$ cat src/rtl/alu_step_sequencer_if.sv
// Signal bundle between the step sequencer, the lab-board button/switches and
// the external 4-bit adder/subtractor + comparator datapath.
interface alu_step_sequencer_if;
  logic       Btn0;
  logic [3:0] Sw;
  logic       Mode;
  logic [3:0] OpX;
  logic [3:0] OpY;
  logic       Cin;
  logic [3:0] Sum;
  logic       Cout;
  logic       Lt;
  logic       Gt;
  logic       Eq;
  logic [4:0] Result;
  logic [2:0] CompOut;
  logic       Valid;
  logic [1:0] State;

  // Sequencer side.
  modport master (
    input  Btn0, Sw, Mode, Sum, Cout, Lt, Gt, Eq,
    output OpX, OpY, Cin, Result, CompOut, Valid, State
  );

  // Board / datapath side.
  modport slave (
    output Btn0, Sw, Mode, Sum, Cout, Lt, Gt, Eq,
    input  OpX, OpY, Cin, Result, CompOut, Valid, State
  );
endinterface

$ cat src/rtl/alu_step_sequencer.sv
// Button-stepped operand entry / capture sequencer for the 4-bit ALU lab datapath.
// Define ALU_STEP_DEBOUNCE_EN to build the DEBOUNCE_CYCLES debouncer on Btn0.
module alu_step_sequencer #(
  parameter int DEBOUNCE_CYCLES = 250000
) (
  input logic                  Clk,
  input logic                  Rst,
  alu_step_sequencer_if.master bus
);

  typedef enum logic [1:0] {
    ENTER_X = 2'd0,
    ENTER_Y = 2'd1,
    EXEC    = 2'd2,
    SHOW    = 2'd3
  } state_t;

  if (DEBOUNCE_CYCLES < 2) begin : g_param_check
    $error("alu_step_sequencer: DEBOUNCE_CYCLES must be 2 or more");
  end

  logic [1:0] sync_reg;
  logic       lvl;
  logic       lvl_d_reg;
  logic       arm_reg;
  logic [1:0] warm_reg;
  logic       press;

  // Arming waits until the synchronizer has refilled with post-reset samples,
  // so a button held through reset is seen as held rather than as a new press.
  always_ff @(posedge Clk) begin
    if (Rst) begin
      sync_reg  <= 2'b00;
      lvl_d_reg <= 1'b0;
      arm_reg   <= 1'b0;
      warm_reg  <= 2'd0;
    end else begin
      sync_reg  <= {sync_reg[0], bus.Btn0};
      lvl_d_reg <= lvl;
      if (warm_reg != 2'd2) begin
        warm_reg <= warm_reg + 2'd1;
      end
      if ((warm_reg == 2'd2) && !sync_reg[1] && !lvl) begin
        arm_reg <= 1'b1;
      end
    end
  end

`ifdef ALU_STEP_DEBOUNCE_EN
  localparam int CW = $clog2(DEBOUNCE_CYCLES);
  localparam logic [CW-1:0] CNT_LAST = CW'(DEBOUNCE_CYCLES - 1);

  logic [CW-1:0] cnt_reg;
  logic          lvl_reg;

  always_ff @(posedge Clk) begin
    if (Rst) begin
      cnt_reg <= '0;
      lvl_reg <= 1'b0;
    end else if (sync_reg[1] == lvl_reg) begin
      cnt_reg <= '0;
    end else if (cnt_reg == CNT_LAST) begin
      cnt_reg <= '0;
      lvl_reg <= ~lvl_reg;
    end else begin
      cnt_reg <= cnt_reg + CW'(1);
    end
  end

  assign lvl = lvl_reg;
`else
  assign lvl = sync_reg[1];
`endif

  assign press = lvl & ~lvl_d_reg & arm_reg;

  state_t     state_reg;
  logic [3:0] opx_reg;
  logic [3:0] opy_reg;
  logic       cin_reg;
  logic [4:0] result_reg;
  logic [2:0] comp_reg;
  logic       valid_reg;

  // EXEC is unconditional, so a press landing there is simply dropped.
  always_ff @(posedge Clk) begin
    if (Rst) begin
      state_reg  <= ENTER_X;
      opx_reg    <= 4'd0;
      opy_reg    <= 4'd0;
      cin_reg    <= 1'b0;
      result_reg <= 5'd0;
      comp_reg   <= 3'd0;
      valid_reg  <= 1'b0;
    end else begin
      unique case (state_reg)
        ENTER_X: begin
          if (press) begin
            opx_reg   <= bus.Sw;
            state_reg <= ENTER_Y;
          end
        end
        ENTER_Y: begin
          if (press) begin
            opy_reg   <= bus.Sw;
            cin_reg   <= bus.Mode;
            state_reg <= EXEC;
          end
        end
        EXEC: begin
          result_reg <= {bus.Cout, bus.Sum};
          comp_reg   <= {bus.Lt, bus.Gt, bus.Eq};
          valid_reg  <= 1'b1;
          state_reg  <= SHOW;
        end
        SHOW: begin
          if (press) begin
            valid_reg <= 1'b0;
            state_reg <= ENTER_X;
          end
        end
        default: state_reg <= ENTER_X;
      endcase
    end
  end

  assign bus.OpX     = opx_reg;
  assign bus.OpY     = opy_reg;
  assign bus.Cin     = cin_reg;
  assign bus.Result  = result_reg;
  assign bus.CompOut = comp_reg;
  assign bus.Valid   = valid_reg;
  assign bus.State   = state_reg;

endmodule
$ cat src/flat_wrapper.sv
// flat-port wrapper written by rule: the top's interface ports become plain ports
module alu_step_sequencer_flat 
#(
  parameter int DEBOUNCE_CYCLES = 250000
)
  (Clk, Rst, bus_Btn0, bus_Sw, bus_Mode, bus_Sum, bus_Cout, bus_Lt, bus_Gt, bus_Eq, bus_OpX, bus_OpY, bus_Cin, bus_Result, bus_CompOut, bus_Valid, bus_State);
  alu_step_sequencer_if bus_i ();
  input logic Clk;
  input logic Rst;
  input wire logic [$bits(bus_i.Btn0)-1:0] bus_Btn0;
  input wire logic [$bits(bus_i.Sw)-1:0] bus_Sw;
  input wire logic [$bits(bus_i.Mode)-1:0] bus_Mode;
  input wire logic [$bits(bus_i.Sum)-1:0] bus_Sum;
  input wire logic [$bits(bus_i.Cout)-1:0] bus_Cout;
  input wire logic [$bits(bus_i.Lt)-1:0] bus_Lt;
  input wire logic [$bits(bus_i.Gt)-1:0] bus_Gt;
  input wire logic [$bits(bus_i.Eq)-1:0] bus_Eq;
  output wire logic [$bits(bus_i.OpX)-1:0] bus_OpX;
  output wire logic [$bits(bus_i.OpY)-1:0] bus_OpY;
  output wire logic [$bits(bus_i.Cin)-1:0] bus_Cin;
  output wire logic [$bits(bus_i.Result)-1:0] bus_Result;
  output wire logic [$bits(bus_i.CompOut)-1:0] bus_CompOut;
  output wire logic [$bits(bus_i.Valid)-1:0] bus_Valid;
  output wire logic [$bits(bus_i.State)-1:0] bus_State;
  assign bus_i.Btn0 = bus_Btn0;
  assign bus_i.Sw = bus_Sw;
  assign bus_i.Mode = bus_Mode;
  assign bus_i.Sum = bus_Sum;
  assign bus_i.Cout = bus_Cout;
  assign bus_i.Lt = bus_Lt;
  assign bus_i.Gt = bus_Gt;
  assign bus_i.Eq = bus_Eq;
  assign bus_OpX = bus_i.OpX;
  assign bus_OpY = bus_i.OpY;
  assign bus_Cin = bus_i.Cin;
  assign bus_Result = bus_i.Result;
  assign bus_CompOut = bus_i.CompOut;
  assign bus_Valid = bus_i.Valid;
  assign bus_State = bus_i.State;
  alu_step_sequencer #(.DEBOUNCE_CYCLES(DEBOUNCE_CYCLES)) u_core (.Clk(Clk), .Rst(Rst), .bus(bus_i));
endmodule
$ cat config.mk
export PLATFORM = sky130hd
export DESIGN_NAME = alu_step_sequencer_flat
export DESIGN_NICKNAME = d
export VERILOG_FILES = /design/src/rtl/alu_step_sequencer_if.sv /design/src/rtl/alu_step_sequencer.sv /design/src/flat_wrapper.sv
export SDC_FILE = /design/constraint.sdc
export NUM_CORES = 1
export LEC_CHECK = 0
export CAP_MARGIN = 20
export CORE_MARGIN = 2
export CORE_UTILIZATION = 46
export DETAILED_ROUTE_END_ITERATION = 12
export PLACE_DENSITY = 0.82
export SYNTH_ARGS = -nofsm -noshare
export SYNTH_HDL_FRONTEND = slang
export SYNTH_SLANG_ARGS = --single-unit
$ cat constraint.sdc
create_clock -name Clk -period 2.4 [get_ports Clk]
set_input_delay 0.48 -clock Clk [delete_from_list [all_inputs] [get_ports Clk]]
set_output_delay 0.48 -clock Clk [all_outputs]
set_load 0.03 [all_outputs]
==> metrics.csv, run 1 <==
stage,metric,value,unit
run_status,outcome,finished clean,
detailed_routing,DRT antenna net count,0,
cells_and_area,area of the multi-input gates,437,sq um
clock_tree,number of CTS-inserted buffers,3,
detailed_routing,"wirelength, routed",2.06,mm
sta,RSZ-0062 raised after global routing,false,
cells_and_area,n_diodes,0,
cells_and_area,max reg flops,5,
sta,Worst-Margin Slew,0.536,ns
sta,setup TNS,0,ns
synth,synth unique cells,20,
synth,Ys Warns,0,
detailed_routing,DR vias/cell,4.94,
clock_tree,CTS max path bufs,2,
sta,Layout Skew,0.00333,ns
setup_path,Worst Path Buf+Inv,1,
synth,Avg Synthesized Cell Area,10.3,sq um
clock_tree,clk sinks,26,
clock_tree,Skew-Pair Late Insertion Delay,0.31,ns
hold_path,Tightest Hold Check Type,reg -> reg,
sta,final slew viol count,0,
placed_design,GPL Wtd Cong,0.704,
setup_path,CP Capture Type,output pin,
setup_path,CP startpoint kind,flop,
grt,total global-route track usage,0.186,
sta,period utilization,0.795,
floorplanning,Die ar.,2540,sq um
floorplanning,Placeable Area,2000,sq um
synth,sequential share of the synthesized area,0.525,
clock_tree,H-tree depth,1,
floorplanning,Die Height,50.4,um
synth,post-synth top area share,0.525,
setup_path,critical path peak fanout,5,
synth,Async SR Flop Fraction,0,
synth,Post-Synthesis Cells,96,
cells_and_area,proportion of layout cells with a drive suffix above 1,0.0455,
setup_path,"CP delay by family, top",buffers and inverters,
synth,largest area contributor in the netlist,dfxtp_1,
cells_and_area,P&R area growth vs syn,41.5,%
setup_path,Crit-path slowest cell,clkdlybuf4s50_1,
sta,Rel. slew slack,0.643,
detailed_routing,Vias,785,
power,Max VDD drop,0.430,mV
detailed_routing,drt first-iter violations,5,
grt,initial antenna violation count,0,
grt,first-pass GRT wire length,3.65,mm
clock_tree,CTS root buf,clkbuf_4,
sta,Max Clock Freq,524,MHz
synth,main flop type after synthesis,dfxtp_1,
setup_path,CP cell instances,clkdlybuf4s50_1,
clock_tree,# hold bufs at CTS,0,
synth,"flops & latches, synth",26,
placed_design,DP Cell Count,155,
synth,Syn Nets,117,
sta,Final Hold Fails,0,
grt,vias in the first global route,858,
sta,Final setup viols,0,
floorplanning,# rows,16,
setup_path,WP data required,1.92,ns
clock_tree,CTS tree,built,
run,Max-Cap Viols,0,
grt,largest net degree at the start of global routing,17,
setup_path,Worst Setup Path Type,reg -> out,
cells_and_area,fin cells,159,
floorplanning,IO Count,36,
synth,number of flops mapped to enable cells by yosys,0,
synth,Synth Cell Area,992,sq um
detailed_routing,DR pass1 iterations,4,
cells_and_area,cell area after layout,1400,sq um
synth,ranking of synthesized cells by area,"dfxtp_1 (52%), mux2i_1 (17%), nor2_1 (8.3%)",
setup_path,arrival time worst endpoint,1.43,ns
cells_and_area,Register Area,520,sq um
sta,minimum clock period,1.91,ns
synth,"count leader, synth",dfxtp_1,
clock_tree,"CTS clk-pin slew, worst paths",0.13,ns
placed_design,Port Buf Inserts,35,
clock_tree,Post-CTS Resized,0,
floorplanning,Initial Utilization,0.496,
floorplanning,die width,50.4,um
grt,GRT overflow,0,
power,Leak,0.590,nW
cells_and_area,Nets,154,
setup_path,"slowest stage delay, CP",0.69,ns
synth,Post-synth top cells,"dfxtp_1 (26), nor2_1 (22), mux2i_1 (17)",
detailed_routing,Residual DRC,0,
placed_design,placed inst area,1370,sq um
power,PD cells,723,nW/um^2
detailed_routing,Avg WL per Cell,12.9,um
clock_tree,post-CTS setup buffer count,0,
placed_design,hpwl dp,1.60,mm
cells_and_area,fillcell total,156,
==> placed cells by master, fill, tap and decap left out <==
master / synthesis / layout
nand3b_1: 1 / 1
buf_4: 0 / 1
clkbuf_4: 0 / 3
clkbuf_8: 0 / 1
a21oi_1: 3 / 3
nor2b_1: 2 / 2
dfxtp_1: 26 / 26
nand2_1: 1 / 1
a21boi_0: 1 / 1
nand4b_1: 2 / 2
nor2_1: 22 / 22
o21ba_1: 1 / 1
a211oi_1: 1 / 1
xor2_1: 1 / 1
clkdlybuf4s50_1: 0 / 35
a311oi_1: 1 / 1
mux2i_1: 17 / 17
inv_1: 5 / 5
ha_1: 5 / 5
or3_4: 1 / 1
o21ai_0: 1 / 1
and3_1: 1 / 1
==> where the power goes <==
part | leakage, nW | total [W] | internal (W) | switching (W)
clock network | 0.0210 | 0.000216 | 0.0000927 | 0.000124
registers | 0.211 | 0.000509 | 0.000476 | 0.0000328
logic | 0.359 | 0.000289 | 0.000138 | 0.000151
total | 0.590 | 0.00101 | 0.000707 | 0.000308
==> layout make-up <==
class | count | share of cell area
Sequential cell | 26 | 0.371
Inverter | 5 | 0.0134
Clock buffer | 4 | 0.0258
Timing Repair Buffer | 36 | 0.255
Tap cell | 27 | 0.0241
Multi-Input combinational cell | 61 | 0.311
==> cell families after synthesis <==
logic type	Yosys count	synth area share
buf+inv	9	0.0353
compound gates	8	0.0542
flops	26	0.525
xor+xnor	1	0.00883
fa+ha+maj	5	0.0631
mux	17	0.171
simple gates	30	0.143
==> layer usage <==
metal | vias to the layer above | wire length [um] | GRT usage
met5 | - | 0 | 0
met4 | 0 | 25 | 0.0586
met3 | 5 | 149 | 0.0595
met2 | 25 | 1010 | 0.329
met1 | 365 | 872 | 0.212
li1 | 390 | - | -
==> path summary, 6_finish.rpt <==
| check | endpoint | startpoint | slack (ns) | cells past startpoint |
|---|---|---|---|---|
| setup / recovery | bus_State[1] | u_core.bus.State[1] | 0.49 | 1 |
| hold / removal | u_core.sync_reg[1] | u_core.sync_reg[0] | 0.46 | 1 |
| setup reg to reg | u_core.bus.State[1] | u_core.bus.State[0] | 0.80 | 5 |
| hold reg to reg | u_core.sync_reg[1] | u_core.sync_reg[0] | 0.46 | 1 |
==> stage by stage <==
| stage | hold WS, ns | setup WS [ns] | total power (W) | utilization |
|---|---|---|---|---|
| after floorplan | 0.414 | 0.668 | 0.000703 | - |
| after global placement | 0.423 | 0.739 | 0.000788 | 0.683 |
| after detailed placement | 0.451 | 0.712 | 0.000809 | 0.683 |
| after CTS | 0.470 | 0.486 | 0.00102 | 0.701 |
| after global routing | 0.478 | 0.439 | 0.00107 | 0.701 |
| final | 0.464 | 0.493 | 0.00101 | 0.701 |
No activity file was read; power rests on OpenSTA's default activity.
==> run 2, diff against run 1 <==
Settings changed: CORE_UTILIZATION 46 to 43, PLACE_DENSITY 0.82 to 0.78.
Clock period 2.4 ns to 2 ns, I/O delays scaled along.
==> metrics.csv, run 2 (synthesized netlist as in run 1, its figures left out) <==
stage,metric,value,unit
sta,Final Hold Fails,0,
clock_tree,number of CTS-inserted buffers,3,
power,Clock Power Share,0.212,
clock_tree,"CTS clk-pin slew, worst paths",0.13,ns
setup_path,WP data required,1.60,ns
setup_path,critical path peak fanout,5,
sta,Rel. slew slack,0.614,
clock_tree,H-tree depth,1,
clock_tree,clk sinks,26,
setup_path,Crit-path slowest cell,clkdlybuf4s50_1,
cells_and_area,cell area after layout,1410,sq um
placed_design,placed inst area,1380,sq um
cells_and_area,P&R area growth vs syn,42.4,%
clock_tree,Skew-Pair Late Insertion Delay,0.31,ns
sta,period utilization,0.909,
detailed_routing,DR pass1 iterations,4,
sta,Final setup viols,0,
power,register share of total power,0.502,
run,Max-Cap Viols,0,
power,net switching power,0.000365,W
detailed_routing,DR vias/cell,4.81,
grt,total global-route track usage,0.167,
floorplanning,# rows,17,
cells_and_area,max reg flops,5,
power,Leak,0.595,nW
clock_tree,# hold bufs at CTS,0,
floorplanning,Die ar.,2710,sq um
cells_and_area,"commonest non-fill, non-tap cells in the layout","clkdlybuf4s50_1 (35), dfxtp_1 (26), nor2_1 (22), mux2i_1 (17)",
setup_path,arrival time worst endpoint,1.42,ns
detailed_routing,"wirelength, routed",1.96,mm
sta,final worst slack,0.181,ns
detailed_routing,DRT antenna net count,0,
power,Max VDD drop,0.578,mV
setup_path,Worst Path Buf+Inv,1,
cells_and_area,Final Util,0.645,
sta,Worst-Margin Slew,0.579,ns
cells_and_area,n_diodes,0,
power,Sw Ratio,0.301,
clock_tree,CTS tree,built,
power,Internal Pwr Total,0.000849,W
grt,vias in the first global route,791,
clock_tree,CTS max path bufs,2,
clock_tree,post-CTS setup buffer count,0,
grt,first-pass GRT wire length,3.28,mm
run_status,outcome,finished clean,
hold_path,Tightest Hold Check Type,reg -> reg,
floorplanning,Die Height,52.0,um
floorplanning,Placeable Area,2190,sq um
setup_path,CP startpoint kind,flop,
sta,minimum clock period,1.82,ns
sta,Layout Skew,0.00391,ns
grt,largest net degree at the start of global routing,15,
sta,setup TNS,0,ns
power,Gate power share,0.286,
cells_and_area,fillcell total,181,
cells_and_area,"commonest non-fill, non-tap cell in the layout",clkdlybuf4s50_1,
detailed_routing,drt first-iter violations,12,
clock_tree,CTS root buf,clkbuf_4,
placed_design,hpwl dp,1.51,mm
detailed_routing,Vias,775,
setup_path,"slowest stage delay, CP",0.69,ns
placed_design,Port Buf Inserts,35,
floorplanning,Initial Utilization,0.453,
sta,RSZ-0062 raised after global routing,false,
grt,initial antenna violation count,0,
placed_design,GPL Wtd Cong,0.720,
placed_design,dpl ws,0.420,ns
sta,final slew viol count,0,
detailed_routing,Residual DRC,0,
sta,Max Clock Freq,550,MHz
power,post-route total power,0.00121,W
clock_tree,Post-CTS Resized,0,
cells_and_area,Nets,155,
detailed_routing,Avg WL per Cell,12.2,um
setup_path,CP Capture Type,output pin,
grt,GRT overflow,0,
power,PD cells,859,nW/um^2
cells_and_area,proportion of layout cells with a drive suffix above 1,0.0526,
setup_path,"CP delay by family, top",buffers and inverters,
floorplanning,IO Count,36,
floorplanning,die width,52.0,um
setup_path,CP cell instances,clkdlybuf4s50_1,
setup_path,Worst Setup Path Type,reg -> out,
[run 2: cell types whose count changed in the layout (fill, tap and decap cells not counted)]
cell	before	now
buf_4	1	2
[run 2: layer usage]
metal,track usage,part of all wire
met5,0,0
met1,0.185,0.44
met2,0.291,0.50
met4,0.0789,0.013
met3,0.0460,0.047
[run 2: path summary, 6_finish.rpt]
kind                                          start                   to  slack (ns)  cells after the start
worst min register to register   u_core.sync_reg[0]   u_core.sync_reg[1]        0.46                      1
worst max-delay path            u_core.bus.State[1]         bus_State[1]        0.18                      1
worst min-delay path             u_core.sync_reg[0]   u_core.sync_reg[1]        0.46                      1
worst max register to register  u_core.bus.State[0]  u_core.bus.State[0]        0.39                      5
[run 2: per-stage QoR]
stage	std cells	hold slack, ns
2_1_floorplan	96	0.414
3_3_place_gp	157	0.423
3_5_place_dp	157	0.426
4_1_cts	161	0.456
5_1_grt	161	0.461
6_report	161	0.455
[run 2: layout make-up]
class | count | area [sq um] | share of cell area
flip-flops and latches | 26 | 520 | 0.368
inverters | 5 | 18.8 | 0.0133
well taps | 28 | 35.0 | 0.0248
repair buffers | 37 | 365 | 0.259
clock buffers | 4 | 36.3 | 0.0257
multi-input cells | 61 | 437 | 0.309
[run 2: power groups by stage]
stage	Clock [W]	Sequential [W]	Combinational, W
after detailed placement	0	0.000622	0.000348
after floorplan	0	0.000663	0.000180
after CTS	0.000264	0.000610	0.000350
final	0.000257	0.000609	0.000347
after global routing	0.000282	0.000619	0.000391
after global placement	0	0.000616	0.000325
==> run 3, diff against run 2 <==
Settings changed: CTS_CLUSTER_SIZE set to 28.
==> results of run 3 <==
The final DEF is identical to that of run 2; final timing and power are the same.
==> edit, RTL diff (config.mk and constraints of run 2) <==
Build with the macro `ALU_STEP_DEBOUNCE_EN` defined.
--- a/src/rtl/alu_step_sequencer.sv
+++ b/src/rtl/alu_step_sequencer.sv
@@ -1,5 +1,7 @@
 // Button-stepped operand entry / capture sequencer for the 4-bit ALU lab datapath.
 // Define ALU_STEP_DEBOUNCE_EN to build the DEBOUNCE_CYCLES debouncer on Btn0.
+`define ALU_STEP_DEBOUNCE_EN
+
 module alu_step_sequencer #(
   parameter int DEBOUNCE_CYCLES = 250000
 ) (
Check against the original RTL: not equivalent (Yosys sat finds a counterexample within 10 cycles, from zero or initial values and one cycle with Rst high).
==> edit against run 2 <==
- power increased by 52%
- setup slack improved by 0.019 ns
- largest cell class unchanged
- via count increased by 93%
- sequential cell count increased by 19
- routed wire length increased by 71%
- count of clock-buffer cells in the layout increased by 3
- design area increased by 69%
- synthesized area increased by 86%
==> edit: results (changes against run 2) <==
----------------------------------------------------
[Detailed routing]
  Total iterations of the first detailed-routing run ... 4 (unchanged)
  Number of design rule violations left after detail routing ... 0 (unchanged)
  Starting DRT DRC Count ... 54 (+42)
  Detail-routed net length per standard cell ... 11.31 um (-7.2%)
  Via density ... 5.044 (+4.8%)

[Layout]
  Max reg flops ... 18 (+13)
  Number of nets in the final layout ... 268 (+73%)
  Fill cell total of the finished layout ... 374 (+110%)
  Total inserted antenna cells ... 0 (unchanged)
  Share of layout cells above drive strength 1 ... 6.883% (+1.6 points)

[Placed design]
  Post-detail-place hpwl ... 2477 um (+64%)
  Final Wtd Congestion ... 0.8656 (+20%)
  Cell area after placement ... 2275 um^2 (+65%)

[Logic synthesis]
  Dominant synthesized flop cell ... dfxtp_1
  Synth unique cells ... 28 (+40%)
  Multiplexer fraction of the synthesized cell area ... 5.484% (-12 points)
  Sequential cell area fraction in the yosys report ... 48.75% (-3.7 points)
  Synth Area in Adders ... 4.062% (-2.2 points)
  Top cells by area in the synthesized netlist ... dfxtp_1, nor2_1, xnor2_1, mux2i_1, ha_1
  Cell types with the highest counts after synthesis ... dfxtp_1, nor2_1, nand2_1, a21oi_1, nand3_1
  Post-synthesis xor/xnor area fraction ... 7.583% (+6.7 points)
  Post-synthesis net count ... 227 (+94%)
  Compound-cell area share of the yosys netlist ... 5.619% (+0.20 points)

[Critical path]
  Cell family with most CP delay ... buffers and inverters
  Largest driver fanout on the critical path ... 5 (unchanged)
  End of the critical path ... bus_State[1]
  Worst stage delay on the critical path ... 0.70 ns
  End of the worst register-to-register path ... u_core.cnt_reg[17]
  Beginning of the critical path ... u_core.bus.State[1]
  Critical-path top delay cell ... clkdlybuf4s50_1
  Reg2reg setup slack ... 0.33 ns (-0.06 ns)
  Origin of the critical flop-to-flop path ... u_core.cnt_reg[4]
  Number of cells on the worst reg-to-reg path ... 4 (-1)

[Pwr]
  Leak Pwr ... 0.0007875 uW (+32%)
  Maximum resistive drop on vdd ... 0.4063 mV (-30%)

[Clocking]
  Postcts setup bufs ... 0 (unchanged)
  Clock transition at the register clock pins on the worst setup and hold paths after CTS ... 0.08 ns (-0.05 ns)
  Clock buffer count from CTS ... 5 (+2)
  Worst-Skew Late Latency ... 0.29 ns (-0.02 ns)
  Total of cells resized after clock tree synthesis ... 0 (unchanged)
  Number of H-tree levels ... 2 (+1)
  Cell chosen for the clock root ... clkbuf_8

[GRT]
  GR Util met1 ... 19.78% (+1.3 points)
  Pin count of the biggest net entering global routing ... 29 (+14)
  Met3 Usage GRT ... 3.924% (-0.67 points)
  Initial antenna violation count ... 0 (unchanged)
  Wire length of the first global-routing pass ... 6037 um (+84%)
  Met2 track utilization from global routing ... 24.36% (-4.8 points)
  All-layer global routing usage ... 15.18% (-1.5 points)
  Number of global-route vias before repair ... 1,398 (+77%)

[Timing]
  Worst max-slew margin expressed relative to the limit ... 65.14% (+3.7 points)
  Final Skew ... 0.007101 ns (+0.003193 ns)

[Run status]
  Outcome ... finished clean

[Worst hold path]
  Worst Hold Class ... reg -> reg

----------------------------------------------------
edit: cell count changes after synthesis, moves of 5 or more:
| cell | delta |
|---|---|
| nand3_1 | +14 |
| mux2i_1 | -8 |
| nor3_1 | +5 |
| nand2_1 | +18 |
| dfxtp_1 | +19 |
| nor4_1 | +7 |
| xnor2_1 | +13 |
| nor2_1 | +15 |
| a21oi_1 | +11 |
edit: how the worst min path moves through the flow:
stage | from | to | slack (ns) | depth (start not counted)
6_report | u_core.sync_reg[0] | u_core.sync_reg[1] | 0.44 | 1
5_1_grt | u_core.sync_reg[0] | u_core.sync_reg[1] | 0.48 | 1
4_1_cts | u_core.sync_reg[0] | u_core.sync_reg[1] | 0.44 | 1
3_5_place_dp | u_core.sync_reg[0] | u_core.sync_reg[1] | 0.43 | 1
3_3_place_gp | u_core.sync_reg[0] | u_core.sync_reg[1] | 0.42 | 1
2_1_floorplan | u_core.sync_reg[0] | u_core.sync_reg[1] | 0.41 | 1
edit: area by class of cell:
cell class,instances,area [um^2],area share [%]
flip-flops and latches,45,900.9,37.68
repair buffers,40,387.9,16.22
clock inverters,1,30.03,1.256
multi-input cells,148,900.9,37.68
clock buffers,7,86.33,3.611
inverters,6,22.52,0.9419
well taps,50,62.56,2.616
edit: metrics by stage:
stage          std cells  setup WS [ns]
3_5_place_dp         289         0.3188
3_3_place_gp         289         0.3214
5_1_grt              297         0.1394
2_1_floorplan        205         0.2710
4_1_cts              297         0.1850
6_report             297         0.2002
edit: report_power, final:
part           internal [uW]  switching [uW]
Combinational           95.2             103
Sequential               931            24.0
Clock                    407             285
Total                   1430             412
edit: routing by layer:
| metal | up-vias | part of all wire, % |
|---|---|---|
| li1 | 775 | - |
| met1 | 688 | 47 |
| met2 | 30 | 47 |
| met3 | 5 | 4.6 |
| met4 | 0 | 1.3 |
| met5 | - | 0 |
